==> src/rtl/pong_pkg.sv <==
// Shared definitions for the Pong game engine.
//   state_t      : match state encoding (visible on game_state)
//   DIR_RIGHT/DN : bit positions inside ball_direction
//   DEF_*        : default geometry / timing constants
//   paddle_next  : one tick of paddle motion with clamping
package pong_pkg;

  typedef enum logic [2:0] {
    ST_IDLE  = 3'd0,
    ST_SERVE = 3'd1,
    ST_PLAY  = 3'd2,
    ST_POINT = 3'd3,
    ST_OVER  = 3'd4
  } state_t;

  localparam int DIR_RIGHT = 0;
  localparam int DIR_DOWN  = 1;

  localparam int DEF_H_RES        = 640;
  localparam int DEF_V_RES        = 480;
  localparam int DEF_PADDLE_H     = 60;
  localparam int DEF_PADDLE_W     = 8;
  localparam int DEF_PADDLE1_X    = 16;
  localparam int DEF_PADDLE2_X    = 616;
  localparam int DEF_BALL_SIZE    = 8;
  localparam int DEF_PADDLE_SPEED = 4;
  localparam int DEF_BALL_DY      = 2;
  localparam int DEF_SPEED_INIT   = 2;
  localparam int DEF_SPEED_MAX    = 6;
  localparam int DEF_TICK_CYCLES  = 416667;
  localparam int DEF_SERVE_TICKS  = 60;
  localparam int DEF_WIN_SCORE    = 9;

  // up alone moves toward 0, down alone toward y_max, both/neither hold.
  // 11-bit math so y-step and y+step never wrap.
  function automatic logic [9:0] paddle_next(input logic [9:0]  y,
                                             input logic        up,
                                             input logic        dn,
                                             input logic [10:0] step,
                                             input logic [10:0] y_max);
    logic [10:0] y11;
    y11 = {1'b0, y};
    paddle_next = y;
    if (up && !dn)
      paddle_next = (y11 <= step) ? 10'd0 : 10'(y11 - step);
    else if (dn && !up)
      paddle_next = (y11 + step >= y_max) ? 10'(y_max) : 10'(y11 + step);
  endfunction

endpackage

==> src/rtl/pong_tick_gen.sv <==
// Game-tick generator: free-running 0..TICK_CYCLES-1 counter.
//   clk, reset : system clock, async active-high reset
//   tick       : high for the cycle the counter sits at TICK_CYCLES-1
module pong_tick_gen #(
  parameter int TICK_CYCLES = 416667
) (
  input  logic clk,
  input  logic reset,
  output logic tick
);
  localparam int CW = (TICK_CYCLES > 1) ? $clog2(TICK_CYCLES) : 1;

  logic [CW-1:0] cnt;

  assign tick = (cnt == CW'(TICK_CYCLES - 1));

  always_ff @(posedge clk or posedge reset) begin
    if (reset)     cnt <= '0;
    else if (tick) cnt <= '0;
    else           cnt <= cnt + CW'(1);
  end
endmodule

==> src/rtl/pong_engine.sv <==
// Pong game-logic core: paddles, ball, scores and match FSM, all advanced
// once per game tick.
//   clk, reset             : system clock, async active-high reset
//   start                  : level, starts/restarts a match (sampled on tick)
//   p1_up/down, p2_up/down : paddle controls, level
//   paddle1_y, paddle2_y   : paddle top edges
//   ball_x, ball_y         : ball top-left corner
//   ball_direction         : bit0 right, bit1 down
//   ball_speed             : horizontal pixels per tick
//   p1_score, p2_score     : scores
//   game_state             : state_t encoding
//   winner                 : 0 = player 1, 1 = player 2 (valid in OVER)
//   tick                   : one-cycle game-tick pulse
module pong_engine
  import pong_pkg::*;
#(
  parameter int H_RES        = DEF_H_RES,
  parameter int V_RES        = DEF_V_RES,
  parameter int PADDLE_H     = DEF_PADDLE_H,
  parameter int PADDLE_W     = DEF_PADDLE_W,
  parameter int PADDLE1_X    = DEF_PADDLE1_X,
  parameter int PADDLE2_X    = DEF_PADDLE2_X,
  parameter int BALL_SIZE    = DEF_BALL_SIZE,
  parameter int PADDLE_SPEED = DEF_PADDLE_SPEED,
  parameter int BALL_DY      = DEF_BALL_DY,
  parameter int SPEED_INIT   = DEF_SPEED_INIT,
  parameter int SPEED_MAX    = DEF_SPEED_MAX,
  parameter int TICK_CYCLES  = DEF_TICK_CYCLES,
  parameter int SERVE_TICKS  = DEF_SERVE_TICKS,
  parameter int WIN_SCORE    = DEF_WIN_SCORE
) (
  input  logic       clk,
  input  logic       reset,
  input  logic       start,
  input  logic       p1_up,
  input  logic       p1_down,
  input  logic       p2_up,
  input  logic       p2_down,
  output logic [9:0] paddle1_y,
  output logic [9:0] paddle2_y,
  output logic [9:0] ball_x,
  output logic [9:0] ball_y,
  output logic [1:0] ball_direction,
  output logic [2:0] ball_speed,
  output logic [3:0] p1_score,
  output logic [3:0] p2_score,
  output logic [2:0] game_state,
  output logic       winner,
  output logic       tick
);
  localparam int SCW = $clog2(SERVE_TICKS + 1);

  localparam logic [10:0] L_HRES  = 11'(H_RES);
  localparam logic [10:0] L_VRES  = 11'(V_RES);
  localparam logic [10:0] L_PH    = 11'(PADDLE_H);
  localparam logic [10:0] L_BS    = 11'(BALL_SIZE);
  localparam logic [10:0] L_DY    = 11'(BALL_DY);
  localparam logic [10:0] L_PS    = 11'(PADDLE_SPEED);
  localparam logic [10:0] L_P1E   = 11'(PADDLE1_X + PADDLE_W);  // paddle 1 right face
  localparam logic [10:0] L_P2X   = 11'(PADDLE2_X);
  localparam logic [10:0] L_PYMAX = 11'(V_RES - PADDLE_H);

  localparam logic [9:0] PAD_C = 10'((V_RES - PADDLE_H) / 2);
  localparam logic [9:0] X_C   = 10'((H_RES - BALL_SIZE) / 2);
  localparam logic [9:0] Y_C   = 10'((V_RES - BALL_SIZE) / 2);
  localparam logic [2:0] SP_I  = 3'(SPEED_INIT);
  localparam logic [2:0] SP_M  = 3'(SPEED_MAX);
  localparam logic [3:0] WIN   = 4'(WIN_SCORE);

  state_t           state, state_n;
  logic [SCW-1:0]   serve_cnt, serve_n;
  logic             scorer, scorer_n;   // 1 = player 2 took the last point
  logic [9:0]       p1y_n, p2y_n, bx_n, by_n;
  logic [1:0]       dir_n;
  logic [2:0]       spd_n, spd_up;
  logic [3:0]       s1_n, s2_n, sc_next;
  logic             win_n;

  logic [10:0]      x11, y11, sp11, p1y11, p2y11;
  logic             ov1, ov2, hit1, hit2, miss;

  pong_tick_gen #(.TICK_CYCLES(TICK_CYCLES)) u_tick (
    .clk   (clk),
    .reset (reset),
    .tick  (tick)
  );

  assign game_state = state;

  assign x11   = {1'b0, ball_x};
  assign y11   = {1'b0, ball_y};
  assign sp11  = {8'd0, ball_speed};
  assign p1y11 = {1'b0, paddle1_y};
  assign p2y11 = {1'b0, paddle2_y};

  // Vertical overlap against the paddles as they stood before this tick.
  assign ov1  = (y11 + L_BS > p1y11) && (y11 < p1y11 + L_PH);
  assign ov2  = (y11 + L_BS > p2y11) && (y11 < p2y11 + L_PH);
  // x - speed <= face rewritten as x <= face + speed to stay unsigned.
  assign hit1 = !ball_direction[DIR_RIGHT] && (x11 >= L_P1E) &&
                (x11 <= L_P1E + sp11) && ov1;
  assign hit2 = ball_direction[DIR_RIGHT] && (x11 + L_BS <= L_P2X) &&
                (x11 + L_BS + sp11 >= L_P2X) && ov2;
  assign miss = ball_direction[DIR_RIGHT] ? (x11 + L_BS + sp11 > L_HRES)
                                          : (x11 < sp11);

  assign spd_up  = (ball_speed >= SP_M) ? SP_M : ball_speed + 3'd1;
  assign sc_next = (scorer ? p2_score : p1_score) + 4'd1;

  always_ff @(posedge clk or posedge reset) begin
    if (reset) begin
      state          <= ST_IDLE;
      serve_cnt      <= '0;
      scorer         <= 1'b0;
      paddle1_y      <= PAD_C;
      paddle2_y      <= PAD_C;
      ball_x         <= X_C;
      ball_y         <= Y_C;
      ball_direction <= 2'b01;
      ball_speed     <= SP_I;
      p1_score       <= '0;
      p2_score       <= '0;
      winner         <= 1'b0;
    end else begin
      state          <= state_n;
      serve_cnt      <= serve_n;
      scorer         <= scorer_n;
      paddle1_y      <= p1y_n;
      paddle2_y      <= p2y_n;
      ball_x         <= bx_n;
      ball_y         <= by_n;
      ball_direction <= dir_n;
      ball_speed     <= spd_n;
      p1_score       <= s1_n;
      p2_score       <= s2_n;
      winner         <= win_n;
    end
  end

  always_comb begin
    state_n  = state;
    serve_n  = serve_cnt;
    scorer_n = scorer;
    p1y_n    = paddle1_y;
    p2y_n    = paddle2_y;
    bx_n     = ball_x;
    by_n     = ball_y;
    dir_n    = ball_direction;
    spd_n    = ball_speed;
    s1_n     = p1_score;
    s2_n     = p2_score;
    win_n    = winner;
    if (tick) begin
      case (state)
        ST_IDLE: begin
          if (start) begin
            state_n = ST_SERVE;
            serve_n = '0;
          end
        end
        ST_SERVE: begin
          p1y_n = paddle_next(paddle1_y, p1_up, p1_down, L_PS, L_PYMAX);
          p2y_n = paddle_next(paddle2_y, p2_up, p2_down, L_PS, L_PYMAX);
          if (serve_cnt == SCW'(SERVE_TICKS - 1)) state_n = ST_PLAY;
          else                                    serve_n = serve_cnt + SCW'(1);
        end
        ST_PLAY: begin
          p1y_n = paddle_next(paddle1_y, p1_up, p1_down, L_PS, L_PYMAX);
          p2y_n = paddle_next(paddle2_y, p2_up, p2_down, L_PS, L_PYMAX);
          if (!(hit1 || hit2) && miss) begin
            // Ball freezes where it is; POINT settles the score.
            state_n  = ST_POINT;
            scorer_n = ~ball_direction[DIR_RIGHT];
          end else begin
            if (ball_direction[DIR_DOWN]) begin
              if (y11 + L_BS + L_DY >= L_VRES) begin
                by_n            = 10'(L_VRES - L_BS);
                dir_n[DIR_DOWN] = 1'b0;
              end else by_n = 10'(y11 + L_DY);
            end else begin
              if (y11 <= L_DY) begin
                by_n            = 10'd0;
                dir_n[DIR_DOWN] = 1'b1;
              end else by_n = 10'(y11 - L_DY);
            end
            if (hit1) begin
              bx_n             = 10'(L_P1E);
              dir_n[DIR_RIGHT] = 1'b1;
              spd_n            = spd_up;
            end else if (hit2) begin
              bx_n             = 10'(L_P2X - L_BS);
              dir_n[DIR_RIGHT] = 1'b0;
              spd_n            = spd_up;
            end else if (ball_direction[DIR_RIGHT]) bx_n = 10'(x11 + sp11);
            else                                     bx_n = 10'(x11 - sp11);
          end
        end
        ST_POINT: begin
          if (scorer) s2_n = sc_next;
          else        s1_n = sc_next;
          if (sc_next == WIN) begin
            state_n = ST_OVER;
            win_n   = scorer;
          end else begin
            bx_n             = X_C;
            by_n             = Y_C;
            spd_n            = SP_I;
            dir_n[DIR_RIGHT] = ~scorer;  // serve toward whoever conceded
            state_n          = ST_SERVE;
            serve_n          = '0;
          end
        end
        ST_OVER: begin
          if (start) begin
            s1_n    = '0;
            s2_n    = '0;
            win_n   = 1'b0;
            bx_n    = X_C;
            by_n    = Y_C;
            spd_n   = SP_I;
            state_n = ST_SERVE;
            serve_n = '0;
          end
        end
        default: state_n = ST_IDLE;
      endcase
    end
  end
endmodule

==> config.mk <==
export PLATFORM = sky130hd
export DESIGN_NAME = pong_engine
export DESIGN_NICKNAME = d
export VERILOG_FILES = /design/src/rtl/pong_pkg.sv /design/src/rtl/pong_tick_gen.sv /design/src/rtl/pong_engine.sv
export SDC_FILE = /design/constraint.sdc
export NUM_CORES = 1
export LEC_CHECK = 0
export BUFFER_PORTS_ARGS = -buffer_cell sky130_fd_sc_hd__buf_2
export CELL_PAD_IN_SITES_DETAIL_PLACEMENT = 1
export CELL_PAD_IN_SITES_GLOBAL_PLACEMENT = 1
export CORE_MARGIN = 3
export CORE_UTILIZATION = 30
export DETAILED_ROUTE_END_ITERATION = 8
export GPL_TIMING_DRIVEN = 0
export MAX_ROUTING_LAYER = met4
export PLACE_DENSITY_LB_ADDON = 0.3
export RECOVER_POWER = 50
export SYNTH_ARGS = -nofsm -noshare
export SYNTH_HDL_FRONTEND = slang
export SYNTH_HIERARCHICAL = 1
export SYNTH_SLANG_ARGS = --single-unit
==> constraint.sdc <==
create_clock -name clk -period 3.8 [get_ports clk]
set_clock_uncertainty 0.1 [all_clocks]
set_input_delay 0 -clock clk [delete_from_list [all_inputs] [get_ports clk]]
set_output_delay 0 -clock clk [all_outputs]
set_load 0.01 [all_outputs]
==> results of run 1 <==
==> synthesized netlist by cell type (10+ instances only) <==
| library cell | instances |
|---|---|
| nand2_1 | 92 |
| ha_1 | 67 |
| nor2_1 | 66 |
| o21ai_0 | 62 |
| dfrtp_1 | 60 |
| inv_1 | 60 |
| a21oi_1 | 51 |
| nand3_1 | 46 |
| clkbuf_1 | 32 |
| xnor2_1 | 29 |
| nor3_1 | 28 |
| nand4_1 | 21 |
| dfstp_2 | 20 |
| o31ai_1 | 20 |
| xor2_1 | 17 |
| a211oi_1 | 14 |
| nor2b_1 | 13 |
| a31oi_1 | 12 |
| and3_1 | 12 |
| and2_1 | 11 |
| o211ai_1 | 11 |
| mux2i_1 | 10 |
| nor4_1 | 10 |
==> worst register-to-register path: stages, from the launching register on <==
cell	delay [ns]
dfstp_2	0.61
inv_1	0.13
ha_1	0.33
nor2b_1	0.09
o21ba_2	0.22
or4_1	0.39
and3_1	0.21
and3b_1	0.27
o311ai_4	0.49
a21oi_4	0.17
buf_12	0.18
a211oi_1	0.35
==> path summary, 6_finish.rpt <==
kind                                  end  slack [ns]            from  cells past startpoint
max                             ball_x[6]        0.12   ball_speed[1]                     11
max reg2reg                     ball_x[6]        0.12   ball_speed[1]                     11
min reg2reg                u_tick/cnt[10]        0.40  u_tick/cnt[10]                      1
max in group asynchronous       ball_y[4]        0.91           reset                      3
min in group asynchronous   u_tick/cnt[1]        0.22           reset                      3
min                          paddle1_y[6]        0.10           p1_up                      5
==> through the flow <==
stage,utilization,cells
3_5_place_dp,0.339,1338
3_3_place_gp,0.339,1338
6_report,0.366,1376
5_1_grt,0.366,1376
4_1_cts,0.358,1359
2_1_floorplan,-,953
==> routing by layer <==
metal  vias up  global-route usage  part of all wire
met3        19              0.0183             0.027
li1       3685                   -                 -
met1      3788               0.260              0.49
met2       117               0.293              0.47
met5         -                   -                 0
met4         0              0.0423             0.010
==> cell families (layout without fill, tap and decap cells) <==
family,Yosys count,count (layout),share of synthesized area
other,1,3,0.000488
AO/OA/AOI/OAI,268,270,0.244
adder cells (fa/ha/maj),69,69,0.114
XOR/XNOR,46,46,0.0525
AND/OR/NAND/NOR,354,354,0.235
flip-flops,80,80,0.264
buffers and inverters,116,213,0.0657
multiplexers,17,17,0.0238
==> registers in the layout (all words and copies together) (netlist names), 2 cells and up <==
name            count
p1_score            4
paddle2_y           9
paddle1_y           9
p2_score            4
game_state          3
ball_x             10
ball_speed          3
ball_direction      2
u_tick/cnt         19
ball_y              9
serve_cnt           6
==> what timing repair did <==
action / in CTS / in global routing
pin swaps: 2 / 10
endpoints found under the setup margin: 26 / 26
buffers inserted: 7 / 16
hold buffers: 2 / 0
gates cloned: 0 / 3
gates resized for setup: 17 / 33
hold endpoints to repair: 61 / 0
==> power groups by stage <==
| stage | sequential, mW | clock, mW | combinational (mW) |
|---|---|---|---|
| after floorplan | 0.897 | 0 | 0.183 |
| after global placement | 0.896 | 0 | 0.256 |
| after detailed placement | 0.896 | 0 | 0.261 |
| after CTS | 0.879 | 1.06 | 0.272 |
| after global routing | 0.880 | 1.08 | 0.308 |
| final | 0.878 | 1.03 | 0.270 |
==> cell type report <==
cell class | instances | area, um2
repair buffers | 87 | 479
well taps | 324 | 405
plain buffers | 47 | 268
multi-input cells | 759 | 5310
clock buffers | 9 | 225
fillers | 3022 | 15700
inverters | 63 | 240
clock inverters | 7 | 108
flip-flops and latches | 80 | 2030
==> run metrics, run 1 <==
htree depth=3; DR WL/cell=roughly 19 um; fin. max-slew vios=62; period utilization=0.968; Initial Util=0.310; Comb power frac=0.124; failing checks=capacitance limit, slew limit; num ports=between 60 and 70; FF+latch count, synth=80; Slew @ Worst Pin=roughly 2.6 ns; leading cell type in the layout, fill and taps excluded=nand2_1; Core ar.=0.0247 mm2; clock share of power=0.473; Clock Latency Late Sink=approximately 0.36 ns; critical path class=flip-flop to flip-flop; DP Area=between 0.008 and 0.009 mm2; status=finished, violations left; Sw Ratio=0.286; setup violators final=0; share of layout cells above drive strength 1=0.163; sum of buffers and inverters on the critical path=2; Clock Sinks=80; vias in the first global route=7721; syn avg cell area=just over 8 um2; Final Hold Slack=roughly 0.10 ns; Avg Vias per Cell=between 5 and 6; Nets=~1.1k; pre-CTS setup slack=-0.782 ns; CP peak stage delay=slightly above 0.6 ns; endpoints failing hold=0; Max Buffers Root-to-Sink=2; EDFF count, synth=0; critical path launch point type=flip-flop; CP delay by family, top=compound AO/OA/AOI/OAI gates; Fmax=about 270 MHz; critical-path cell list=inv_1, ha_1, nor2b_1, o21ba_2, or4_1, and3_1, and3b_1, o311ai_4, a21oi_4, buf_12, a211oi_1; P_sw=0.622 mW; setup slack after layout=between 0.1 and 0.15 ns; crit path capture type=flip-flop; final instance area=0.00907 mm2; max_cap viols=1; pwr dens=240 mW/mm2; Std-Cell Rows=57; share of power burned in registers=0.403; Hold Crit Class=input pin to flip-flop; Required @ worst endpoint=a little under 4 ns; setup_tns=0 ns; Int Power=between 1.5 and 2 mW; Horiz. Die Dim=166 um; Cells after Synth=around 950; crit path max fanout=8; Static Leak=3.78 nW; Tmin final=3.68 ns; commonest non-fill, non-tap cells in the layout=nand2_1, ha_1, nor2_1; Num CTS Buffers=9; CTS root buffer=clkbuf_16; routed vias=7609; Die ar.=about 0.028 mm2; Synth area leaders=dfrtp_1, ha_1, dfstp_2; predominant post-synthesis flop cell=dfrtp_1; Antenna Nets Post-Route=0; Slowest-stage cell, CP=dfstp_2; initial antenna violation count=0; Synth top area share=0.196; post-synth cell types=92; drt drc=0; GR Util All Layers=0.186; Detailed Route WL=between 20 and 30 mm; crit path DAT=3.80 ns; first-pass GRT wire length=41.7 mm; Clock transition at path regs=about 0.07 ns; DR iter-0 viols=421; Worst slew margin=-0.719; grt ovf=0; antenna cells=0; Die Height=166 um; ys async rst share=1.00; Peak supply drop=0.197 mV; Initial DRT Pass Iterations=5; hpwl dp=~19 mm; Synth area leader=dfrtp_1; Area growth syn-to-layout=18.1%; gpl congestion=~0.85; largest net degree at the start of global routing=62; CTS tree=built; register area share after synthesis=0.264; Syn. warnings=6; total power=between 2 and 2.5 mW; mapped cell area=roughly 0.0077 mm2; buffers added on ports=between 60 and 70
(Power assumes the default switching activity.)
==> inputs of run 2 (changes only) <==
--- a/config.mk
+++ b/config.mk
@@ -6,10 +6,8 @@
 export NUM_CORES = 1
 export LEC_CHECK = 0
 export BUFFER_PORTS_ARGS = -buffer_cell sky130_fd_sc_hd__buf_2
-export CELL_PAD_IN_SITES_DETAIL_PLACEMENT = 1
-export CELL_PAD_IN_SITES_GLOBAL_PLACEMENT = 1
 export CORE_MARGIN = 3
-export CORE_UTILIZATION = 30
+export CORE_UTILIZATION = 25
 export DETAILED_ROUTE_END_ITERATION = 8
 export GPL_TIMING_DRIVEN = 0
 export MAX_ROUTING_LAYER = met4
==> constraint.sdc (replaced) <==
create_clock -name clk -period 3.7 [get_ports clk]
set_clock_uncertainty 0.1 [all_clocks]
set_input_delay 0 -clock clk [delete_from_list [all_inputs] [get_ports clk]]
set_output_delay 0 -clock clk [all_outputs]
set_load 0.01 [all_outputs]
==> run 2 against run 1 <==
Compared with the run above: the flow still finishes with violations (capacitance limit, slew limit); sequential power up 3.0%; setup slack worse by 0.010 ns; first-iteration DRC count is 47% higher; critical endpoint is now ball_y[6].
==> run metrics, run 2 (synthesis results as in run 1) <==
Num CTS Buffers=9 (unchanged); endpoints failing hold=0 (unchanged); Initial DRT Pass Iterations=5 (unchanged); post-route insts no fill=1436 (+4.4%); Max Buffers Root-to-Sink=2 (unchanged); Static Leak=3.77 nW (-0.30%); Horiz. Die Dim=181 um (+9.2%); Initial Util=0.256 (-0.0539); Peak supply drop=0.186 mV (-5.9%); Detailed Route WL=23.9 mm (-7.2%); critical path launch point type=flip-flop; total power=2.10 mW (-3.4%); Nets=1117 (-0.53%); pwr dens=231 mW/mm2 (-3.7%); CTS tree=built; buffers added on ports=61 (unchanged); Die Height=181 um (+9.2%); Die ar.=0.0328 mm2 (+19%); Clock Latency Late Sink=0.36 ns (about the same); drt drc=0 (unchanged); Placed Instances=1404 (+4.9%); leading cell type in the layout, fill and taps excluded=nand2_1; GR Util All Layers=0.146 (-0.0403); htree depth=3 (unchanged); Clock Sinks=80 (unchanged); critical path class=flip-flop to flip-flop; fin. max-slew vios=62 (unchanged); setup_tns=0 ns (unchanged); Biggest register=u_tick/cnt; largest net degree at the start of global routing=62 (unchanged); Largest regs=u_tick/cnt (19), ball_x (10); initial antenna violation count=0 (unchanged); crit path max fanout=9 (+1); Core ar.=0.0300 mm2 (+21%); crit path DAT=3.77 ns (-0.03 ns); Hold Crit Class=input pin to flip-flop; commonest non-fill, non-tap cells in the layout=nand2_1, nor2_1, ha_1; Fill cells=3268 (+8.1%); Tmin final=3.59 ns (-0.0898 ns); Final Hold Slack=0.103 ns (-0.000797 ns); status=finished, violations left; num ports=65 (unchanged); crit path capture type=flip-flop; antenna cells=0 (unchanged); gpl congestion=0.895 (+4.8%); period utilization=0.970 (+0.00188); routed vias=7577 (-0.42%); setup slack after layout=0.111 ns (-0.0102 ns); share of layout cells above drive strength 1=0.179 (+0.0153); first-pass GRT wire length=38.3 mm (-8.2%); Avg Vias per Cell=5.28 (-4.6%); failing checks=capacitance limit, slew limit; pre-CTS setup slack=-0.644 ns (+0.139 ns); Antenna Nets Post-Route=0 (unchanged); Slew @ Worst Pin=2.55 ns (-0.0263 ns); Fmax=279 MHz (+2.5%); DR WL/cell=16.7 um (-11%); Std-Cell Rows=63 (+11%); DR iter-0 viols=620 (+47%); vias in the first global route=6976 (-9.6%); Area growth syn-to-layout=18.5%; Clock transition at path regs=0.07 ns (about the same); Required @ worst endpoint=3.88 ns (-0.04 ns); grt ovf=0 (unchanged); max reg flops=19 (unchanged); Worst slew margin=-0.702 (+0.0175); hpwl dp=17.5 mm (-6.0%); CTS root buffer=clkbuf_16; setup violators final=0 (unchanged); max_cap viols=1 (unchanged); RSZ-0062 raised after global routing=true
## run 2: layout make-up
cell class,instances,area [um2],share of cell area
clock inverters,6,51.3,0.00564
well taps,390,488,0.0536
multi-input cells,759,5330,0.586
plain buffers,47,264,0.0290
repair buffers,81,448,0.0492
inverters,63,243,0.0267
flip-flops and latches,80,2040,0.224
clock buffers,10,239,0.0263
## run 2: timing repair
item / 4_1_cts / 5_1_grt
endpoints found under the hold margin: 61 / 0
setup endpoints to repair: 26 / 25
resized for setup: 23 / 31
setup buffers: 8 / 9
cloned: 0 / 3
hold buffers: 2 / 0
pin swaps: 1 / 12
## run 2: worst paths after layout
| path | startpoint | to | slack [ns] | cells after the start |
|---|---|---|---|---|
| setup / recovery | ball_y[7] | ball_y[6] | 0.11 | 14 |
| setup reg to reg | ball_y[7] | ball_y[6] | 0.11 | 14 |
| hold / removal | p2_up | paddle2_y[3] | 0.10 | 5 |
| hold reg to reg | u_tick/cnt[10] | u_tick/cnt[10] | 0.39 | 1 |
| max in group asynchronous | reset | ball_y[4] | 0.79 | 3 |
| min in group asynchronous | reset | u_tick/cnt[9] | 0.30 | 3 |
## run 2: worst max-delay path, cell delays in order, from the launching register on
cell and delay, ns:
dfstp_2 0.60, buf_6 0.16, and3_4 0.23, nand2_1 0.07, xnor2_1 0.16, ha_1 0.35, nand4_1 0.16, a211oi_2 0.23
nor4_1 0.07, a31oi_1 0.17, and4b_2 0.35, o311a_1 0.21, buf_6 0.15, o21ai_4 0.10, o32a_1 0.38
## run 2: through the flow
step / instance area (um2) / util
floorplan: 7690 / -
global placement: 8480 / 0.283
detailed placement: 8480 / 0.283
CTS: 8910 / 0.297
global route: 9100 / 0.304
finish: 9100 / 0.304
## run 2: report_power, final
group          switching, mW  internal, mW  leakage [nW]  total, mW
clock                  0.437         0.484         0.134      0.921
sequential            0.0133         0.891         0.968      0.904
combinational          0.172         0.108          2.67      0.280
total                  0.622          1.48          3.77       2.10
## run 2: metal layers
layer	global-route usage	vias to the layer above	part of all wire
met5	-	-	0
met4	0.0262	0	0.010
met3	0.0270	24	0.047
met2	0.221	215	0.45
met1	0.205	3654	0.49
li1	-	3684	-
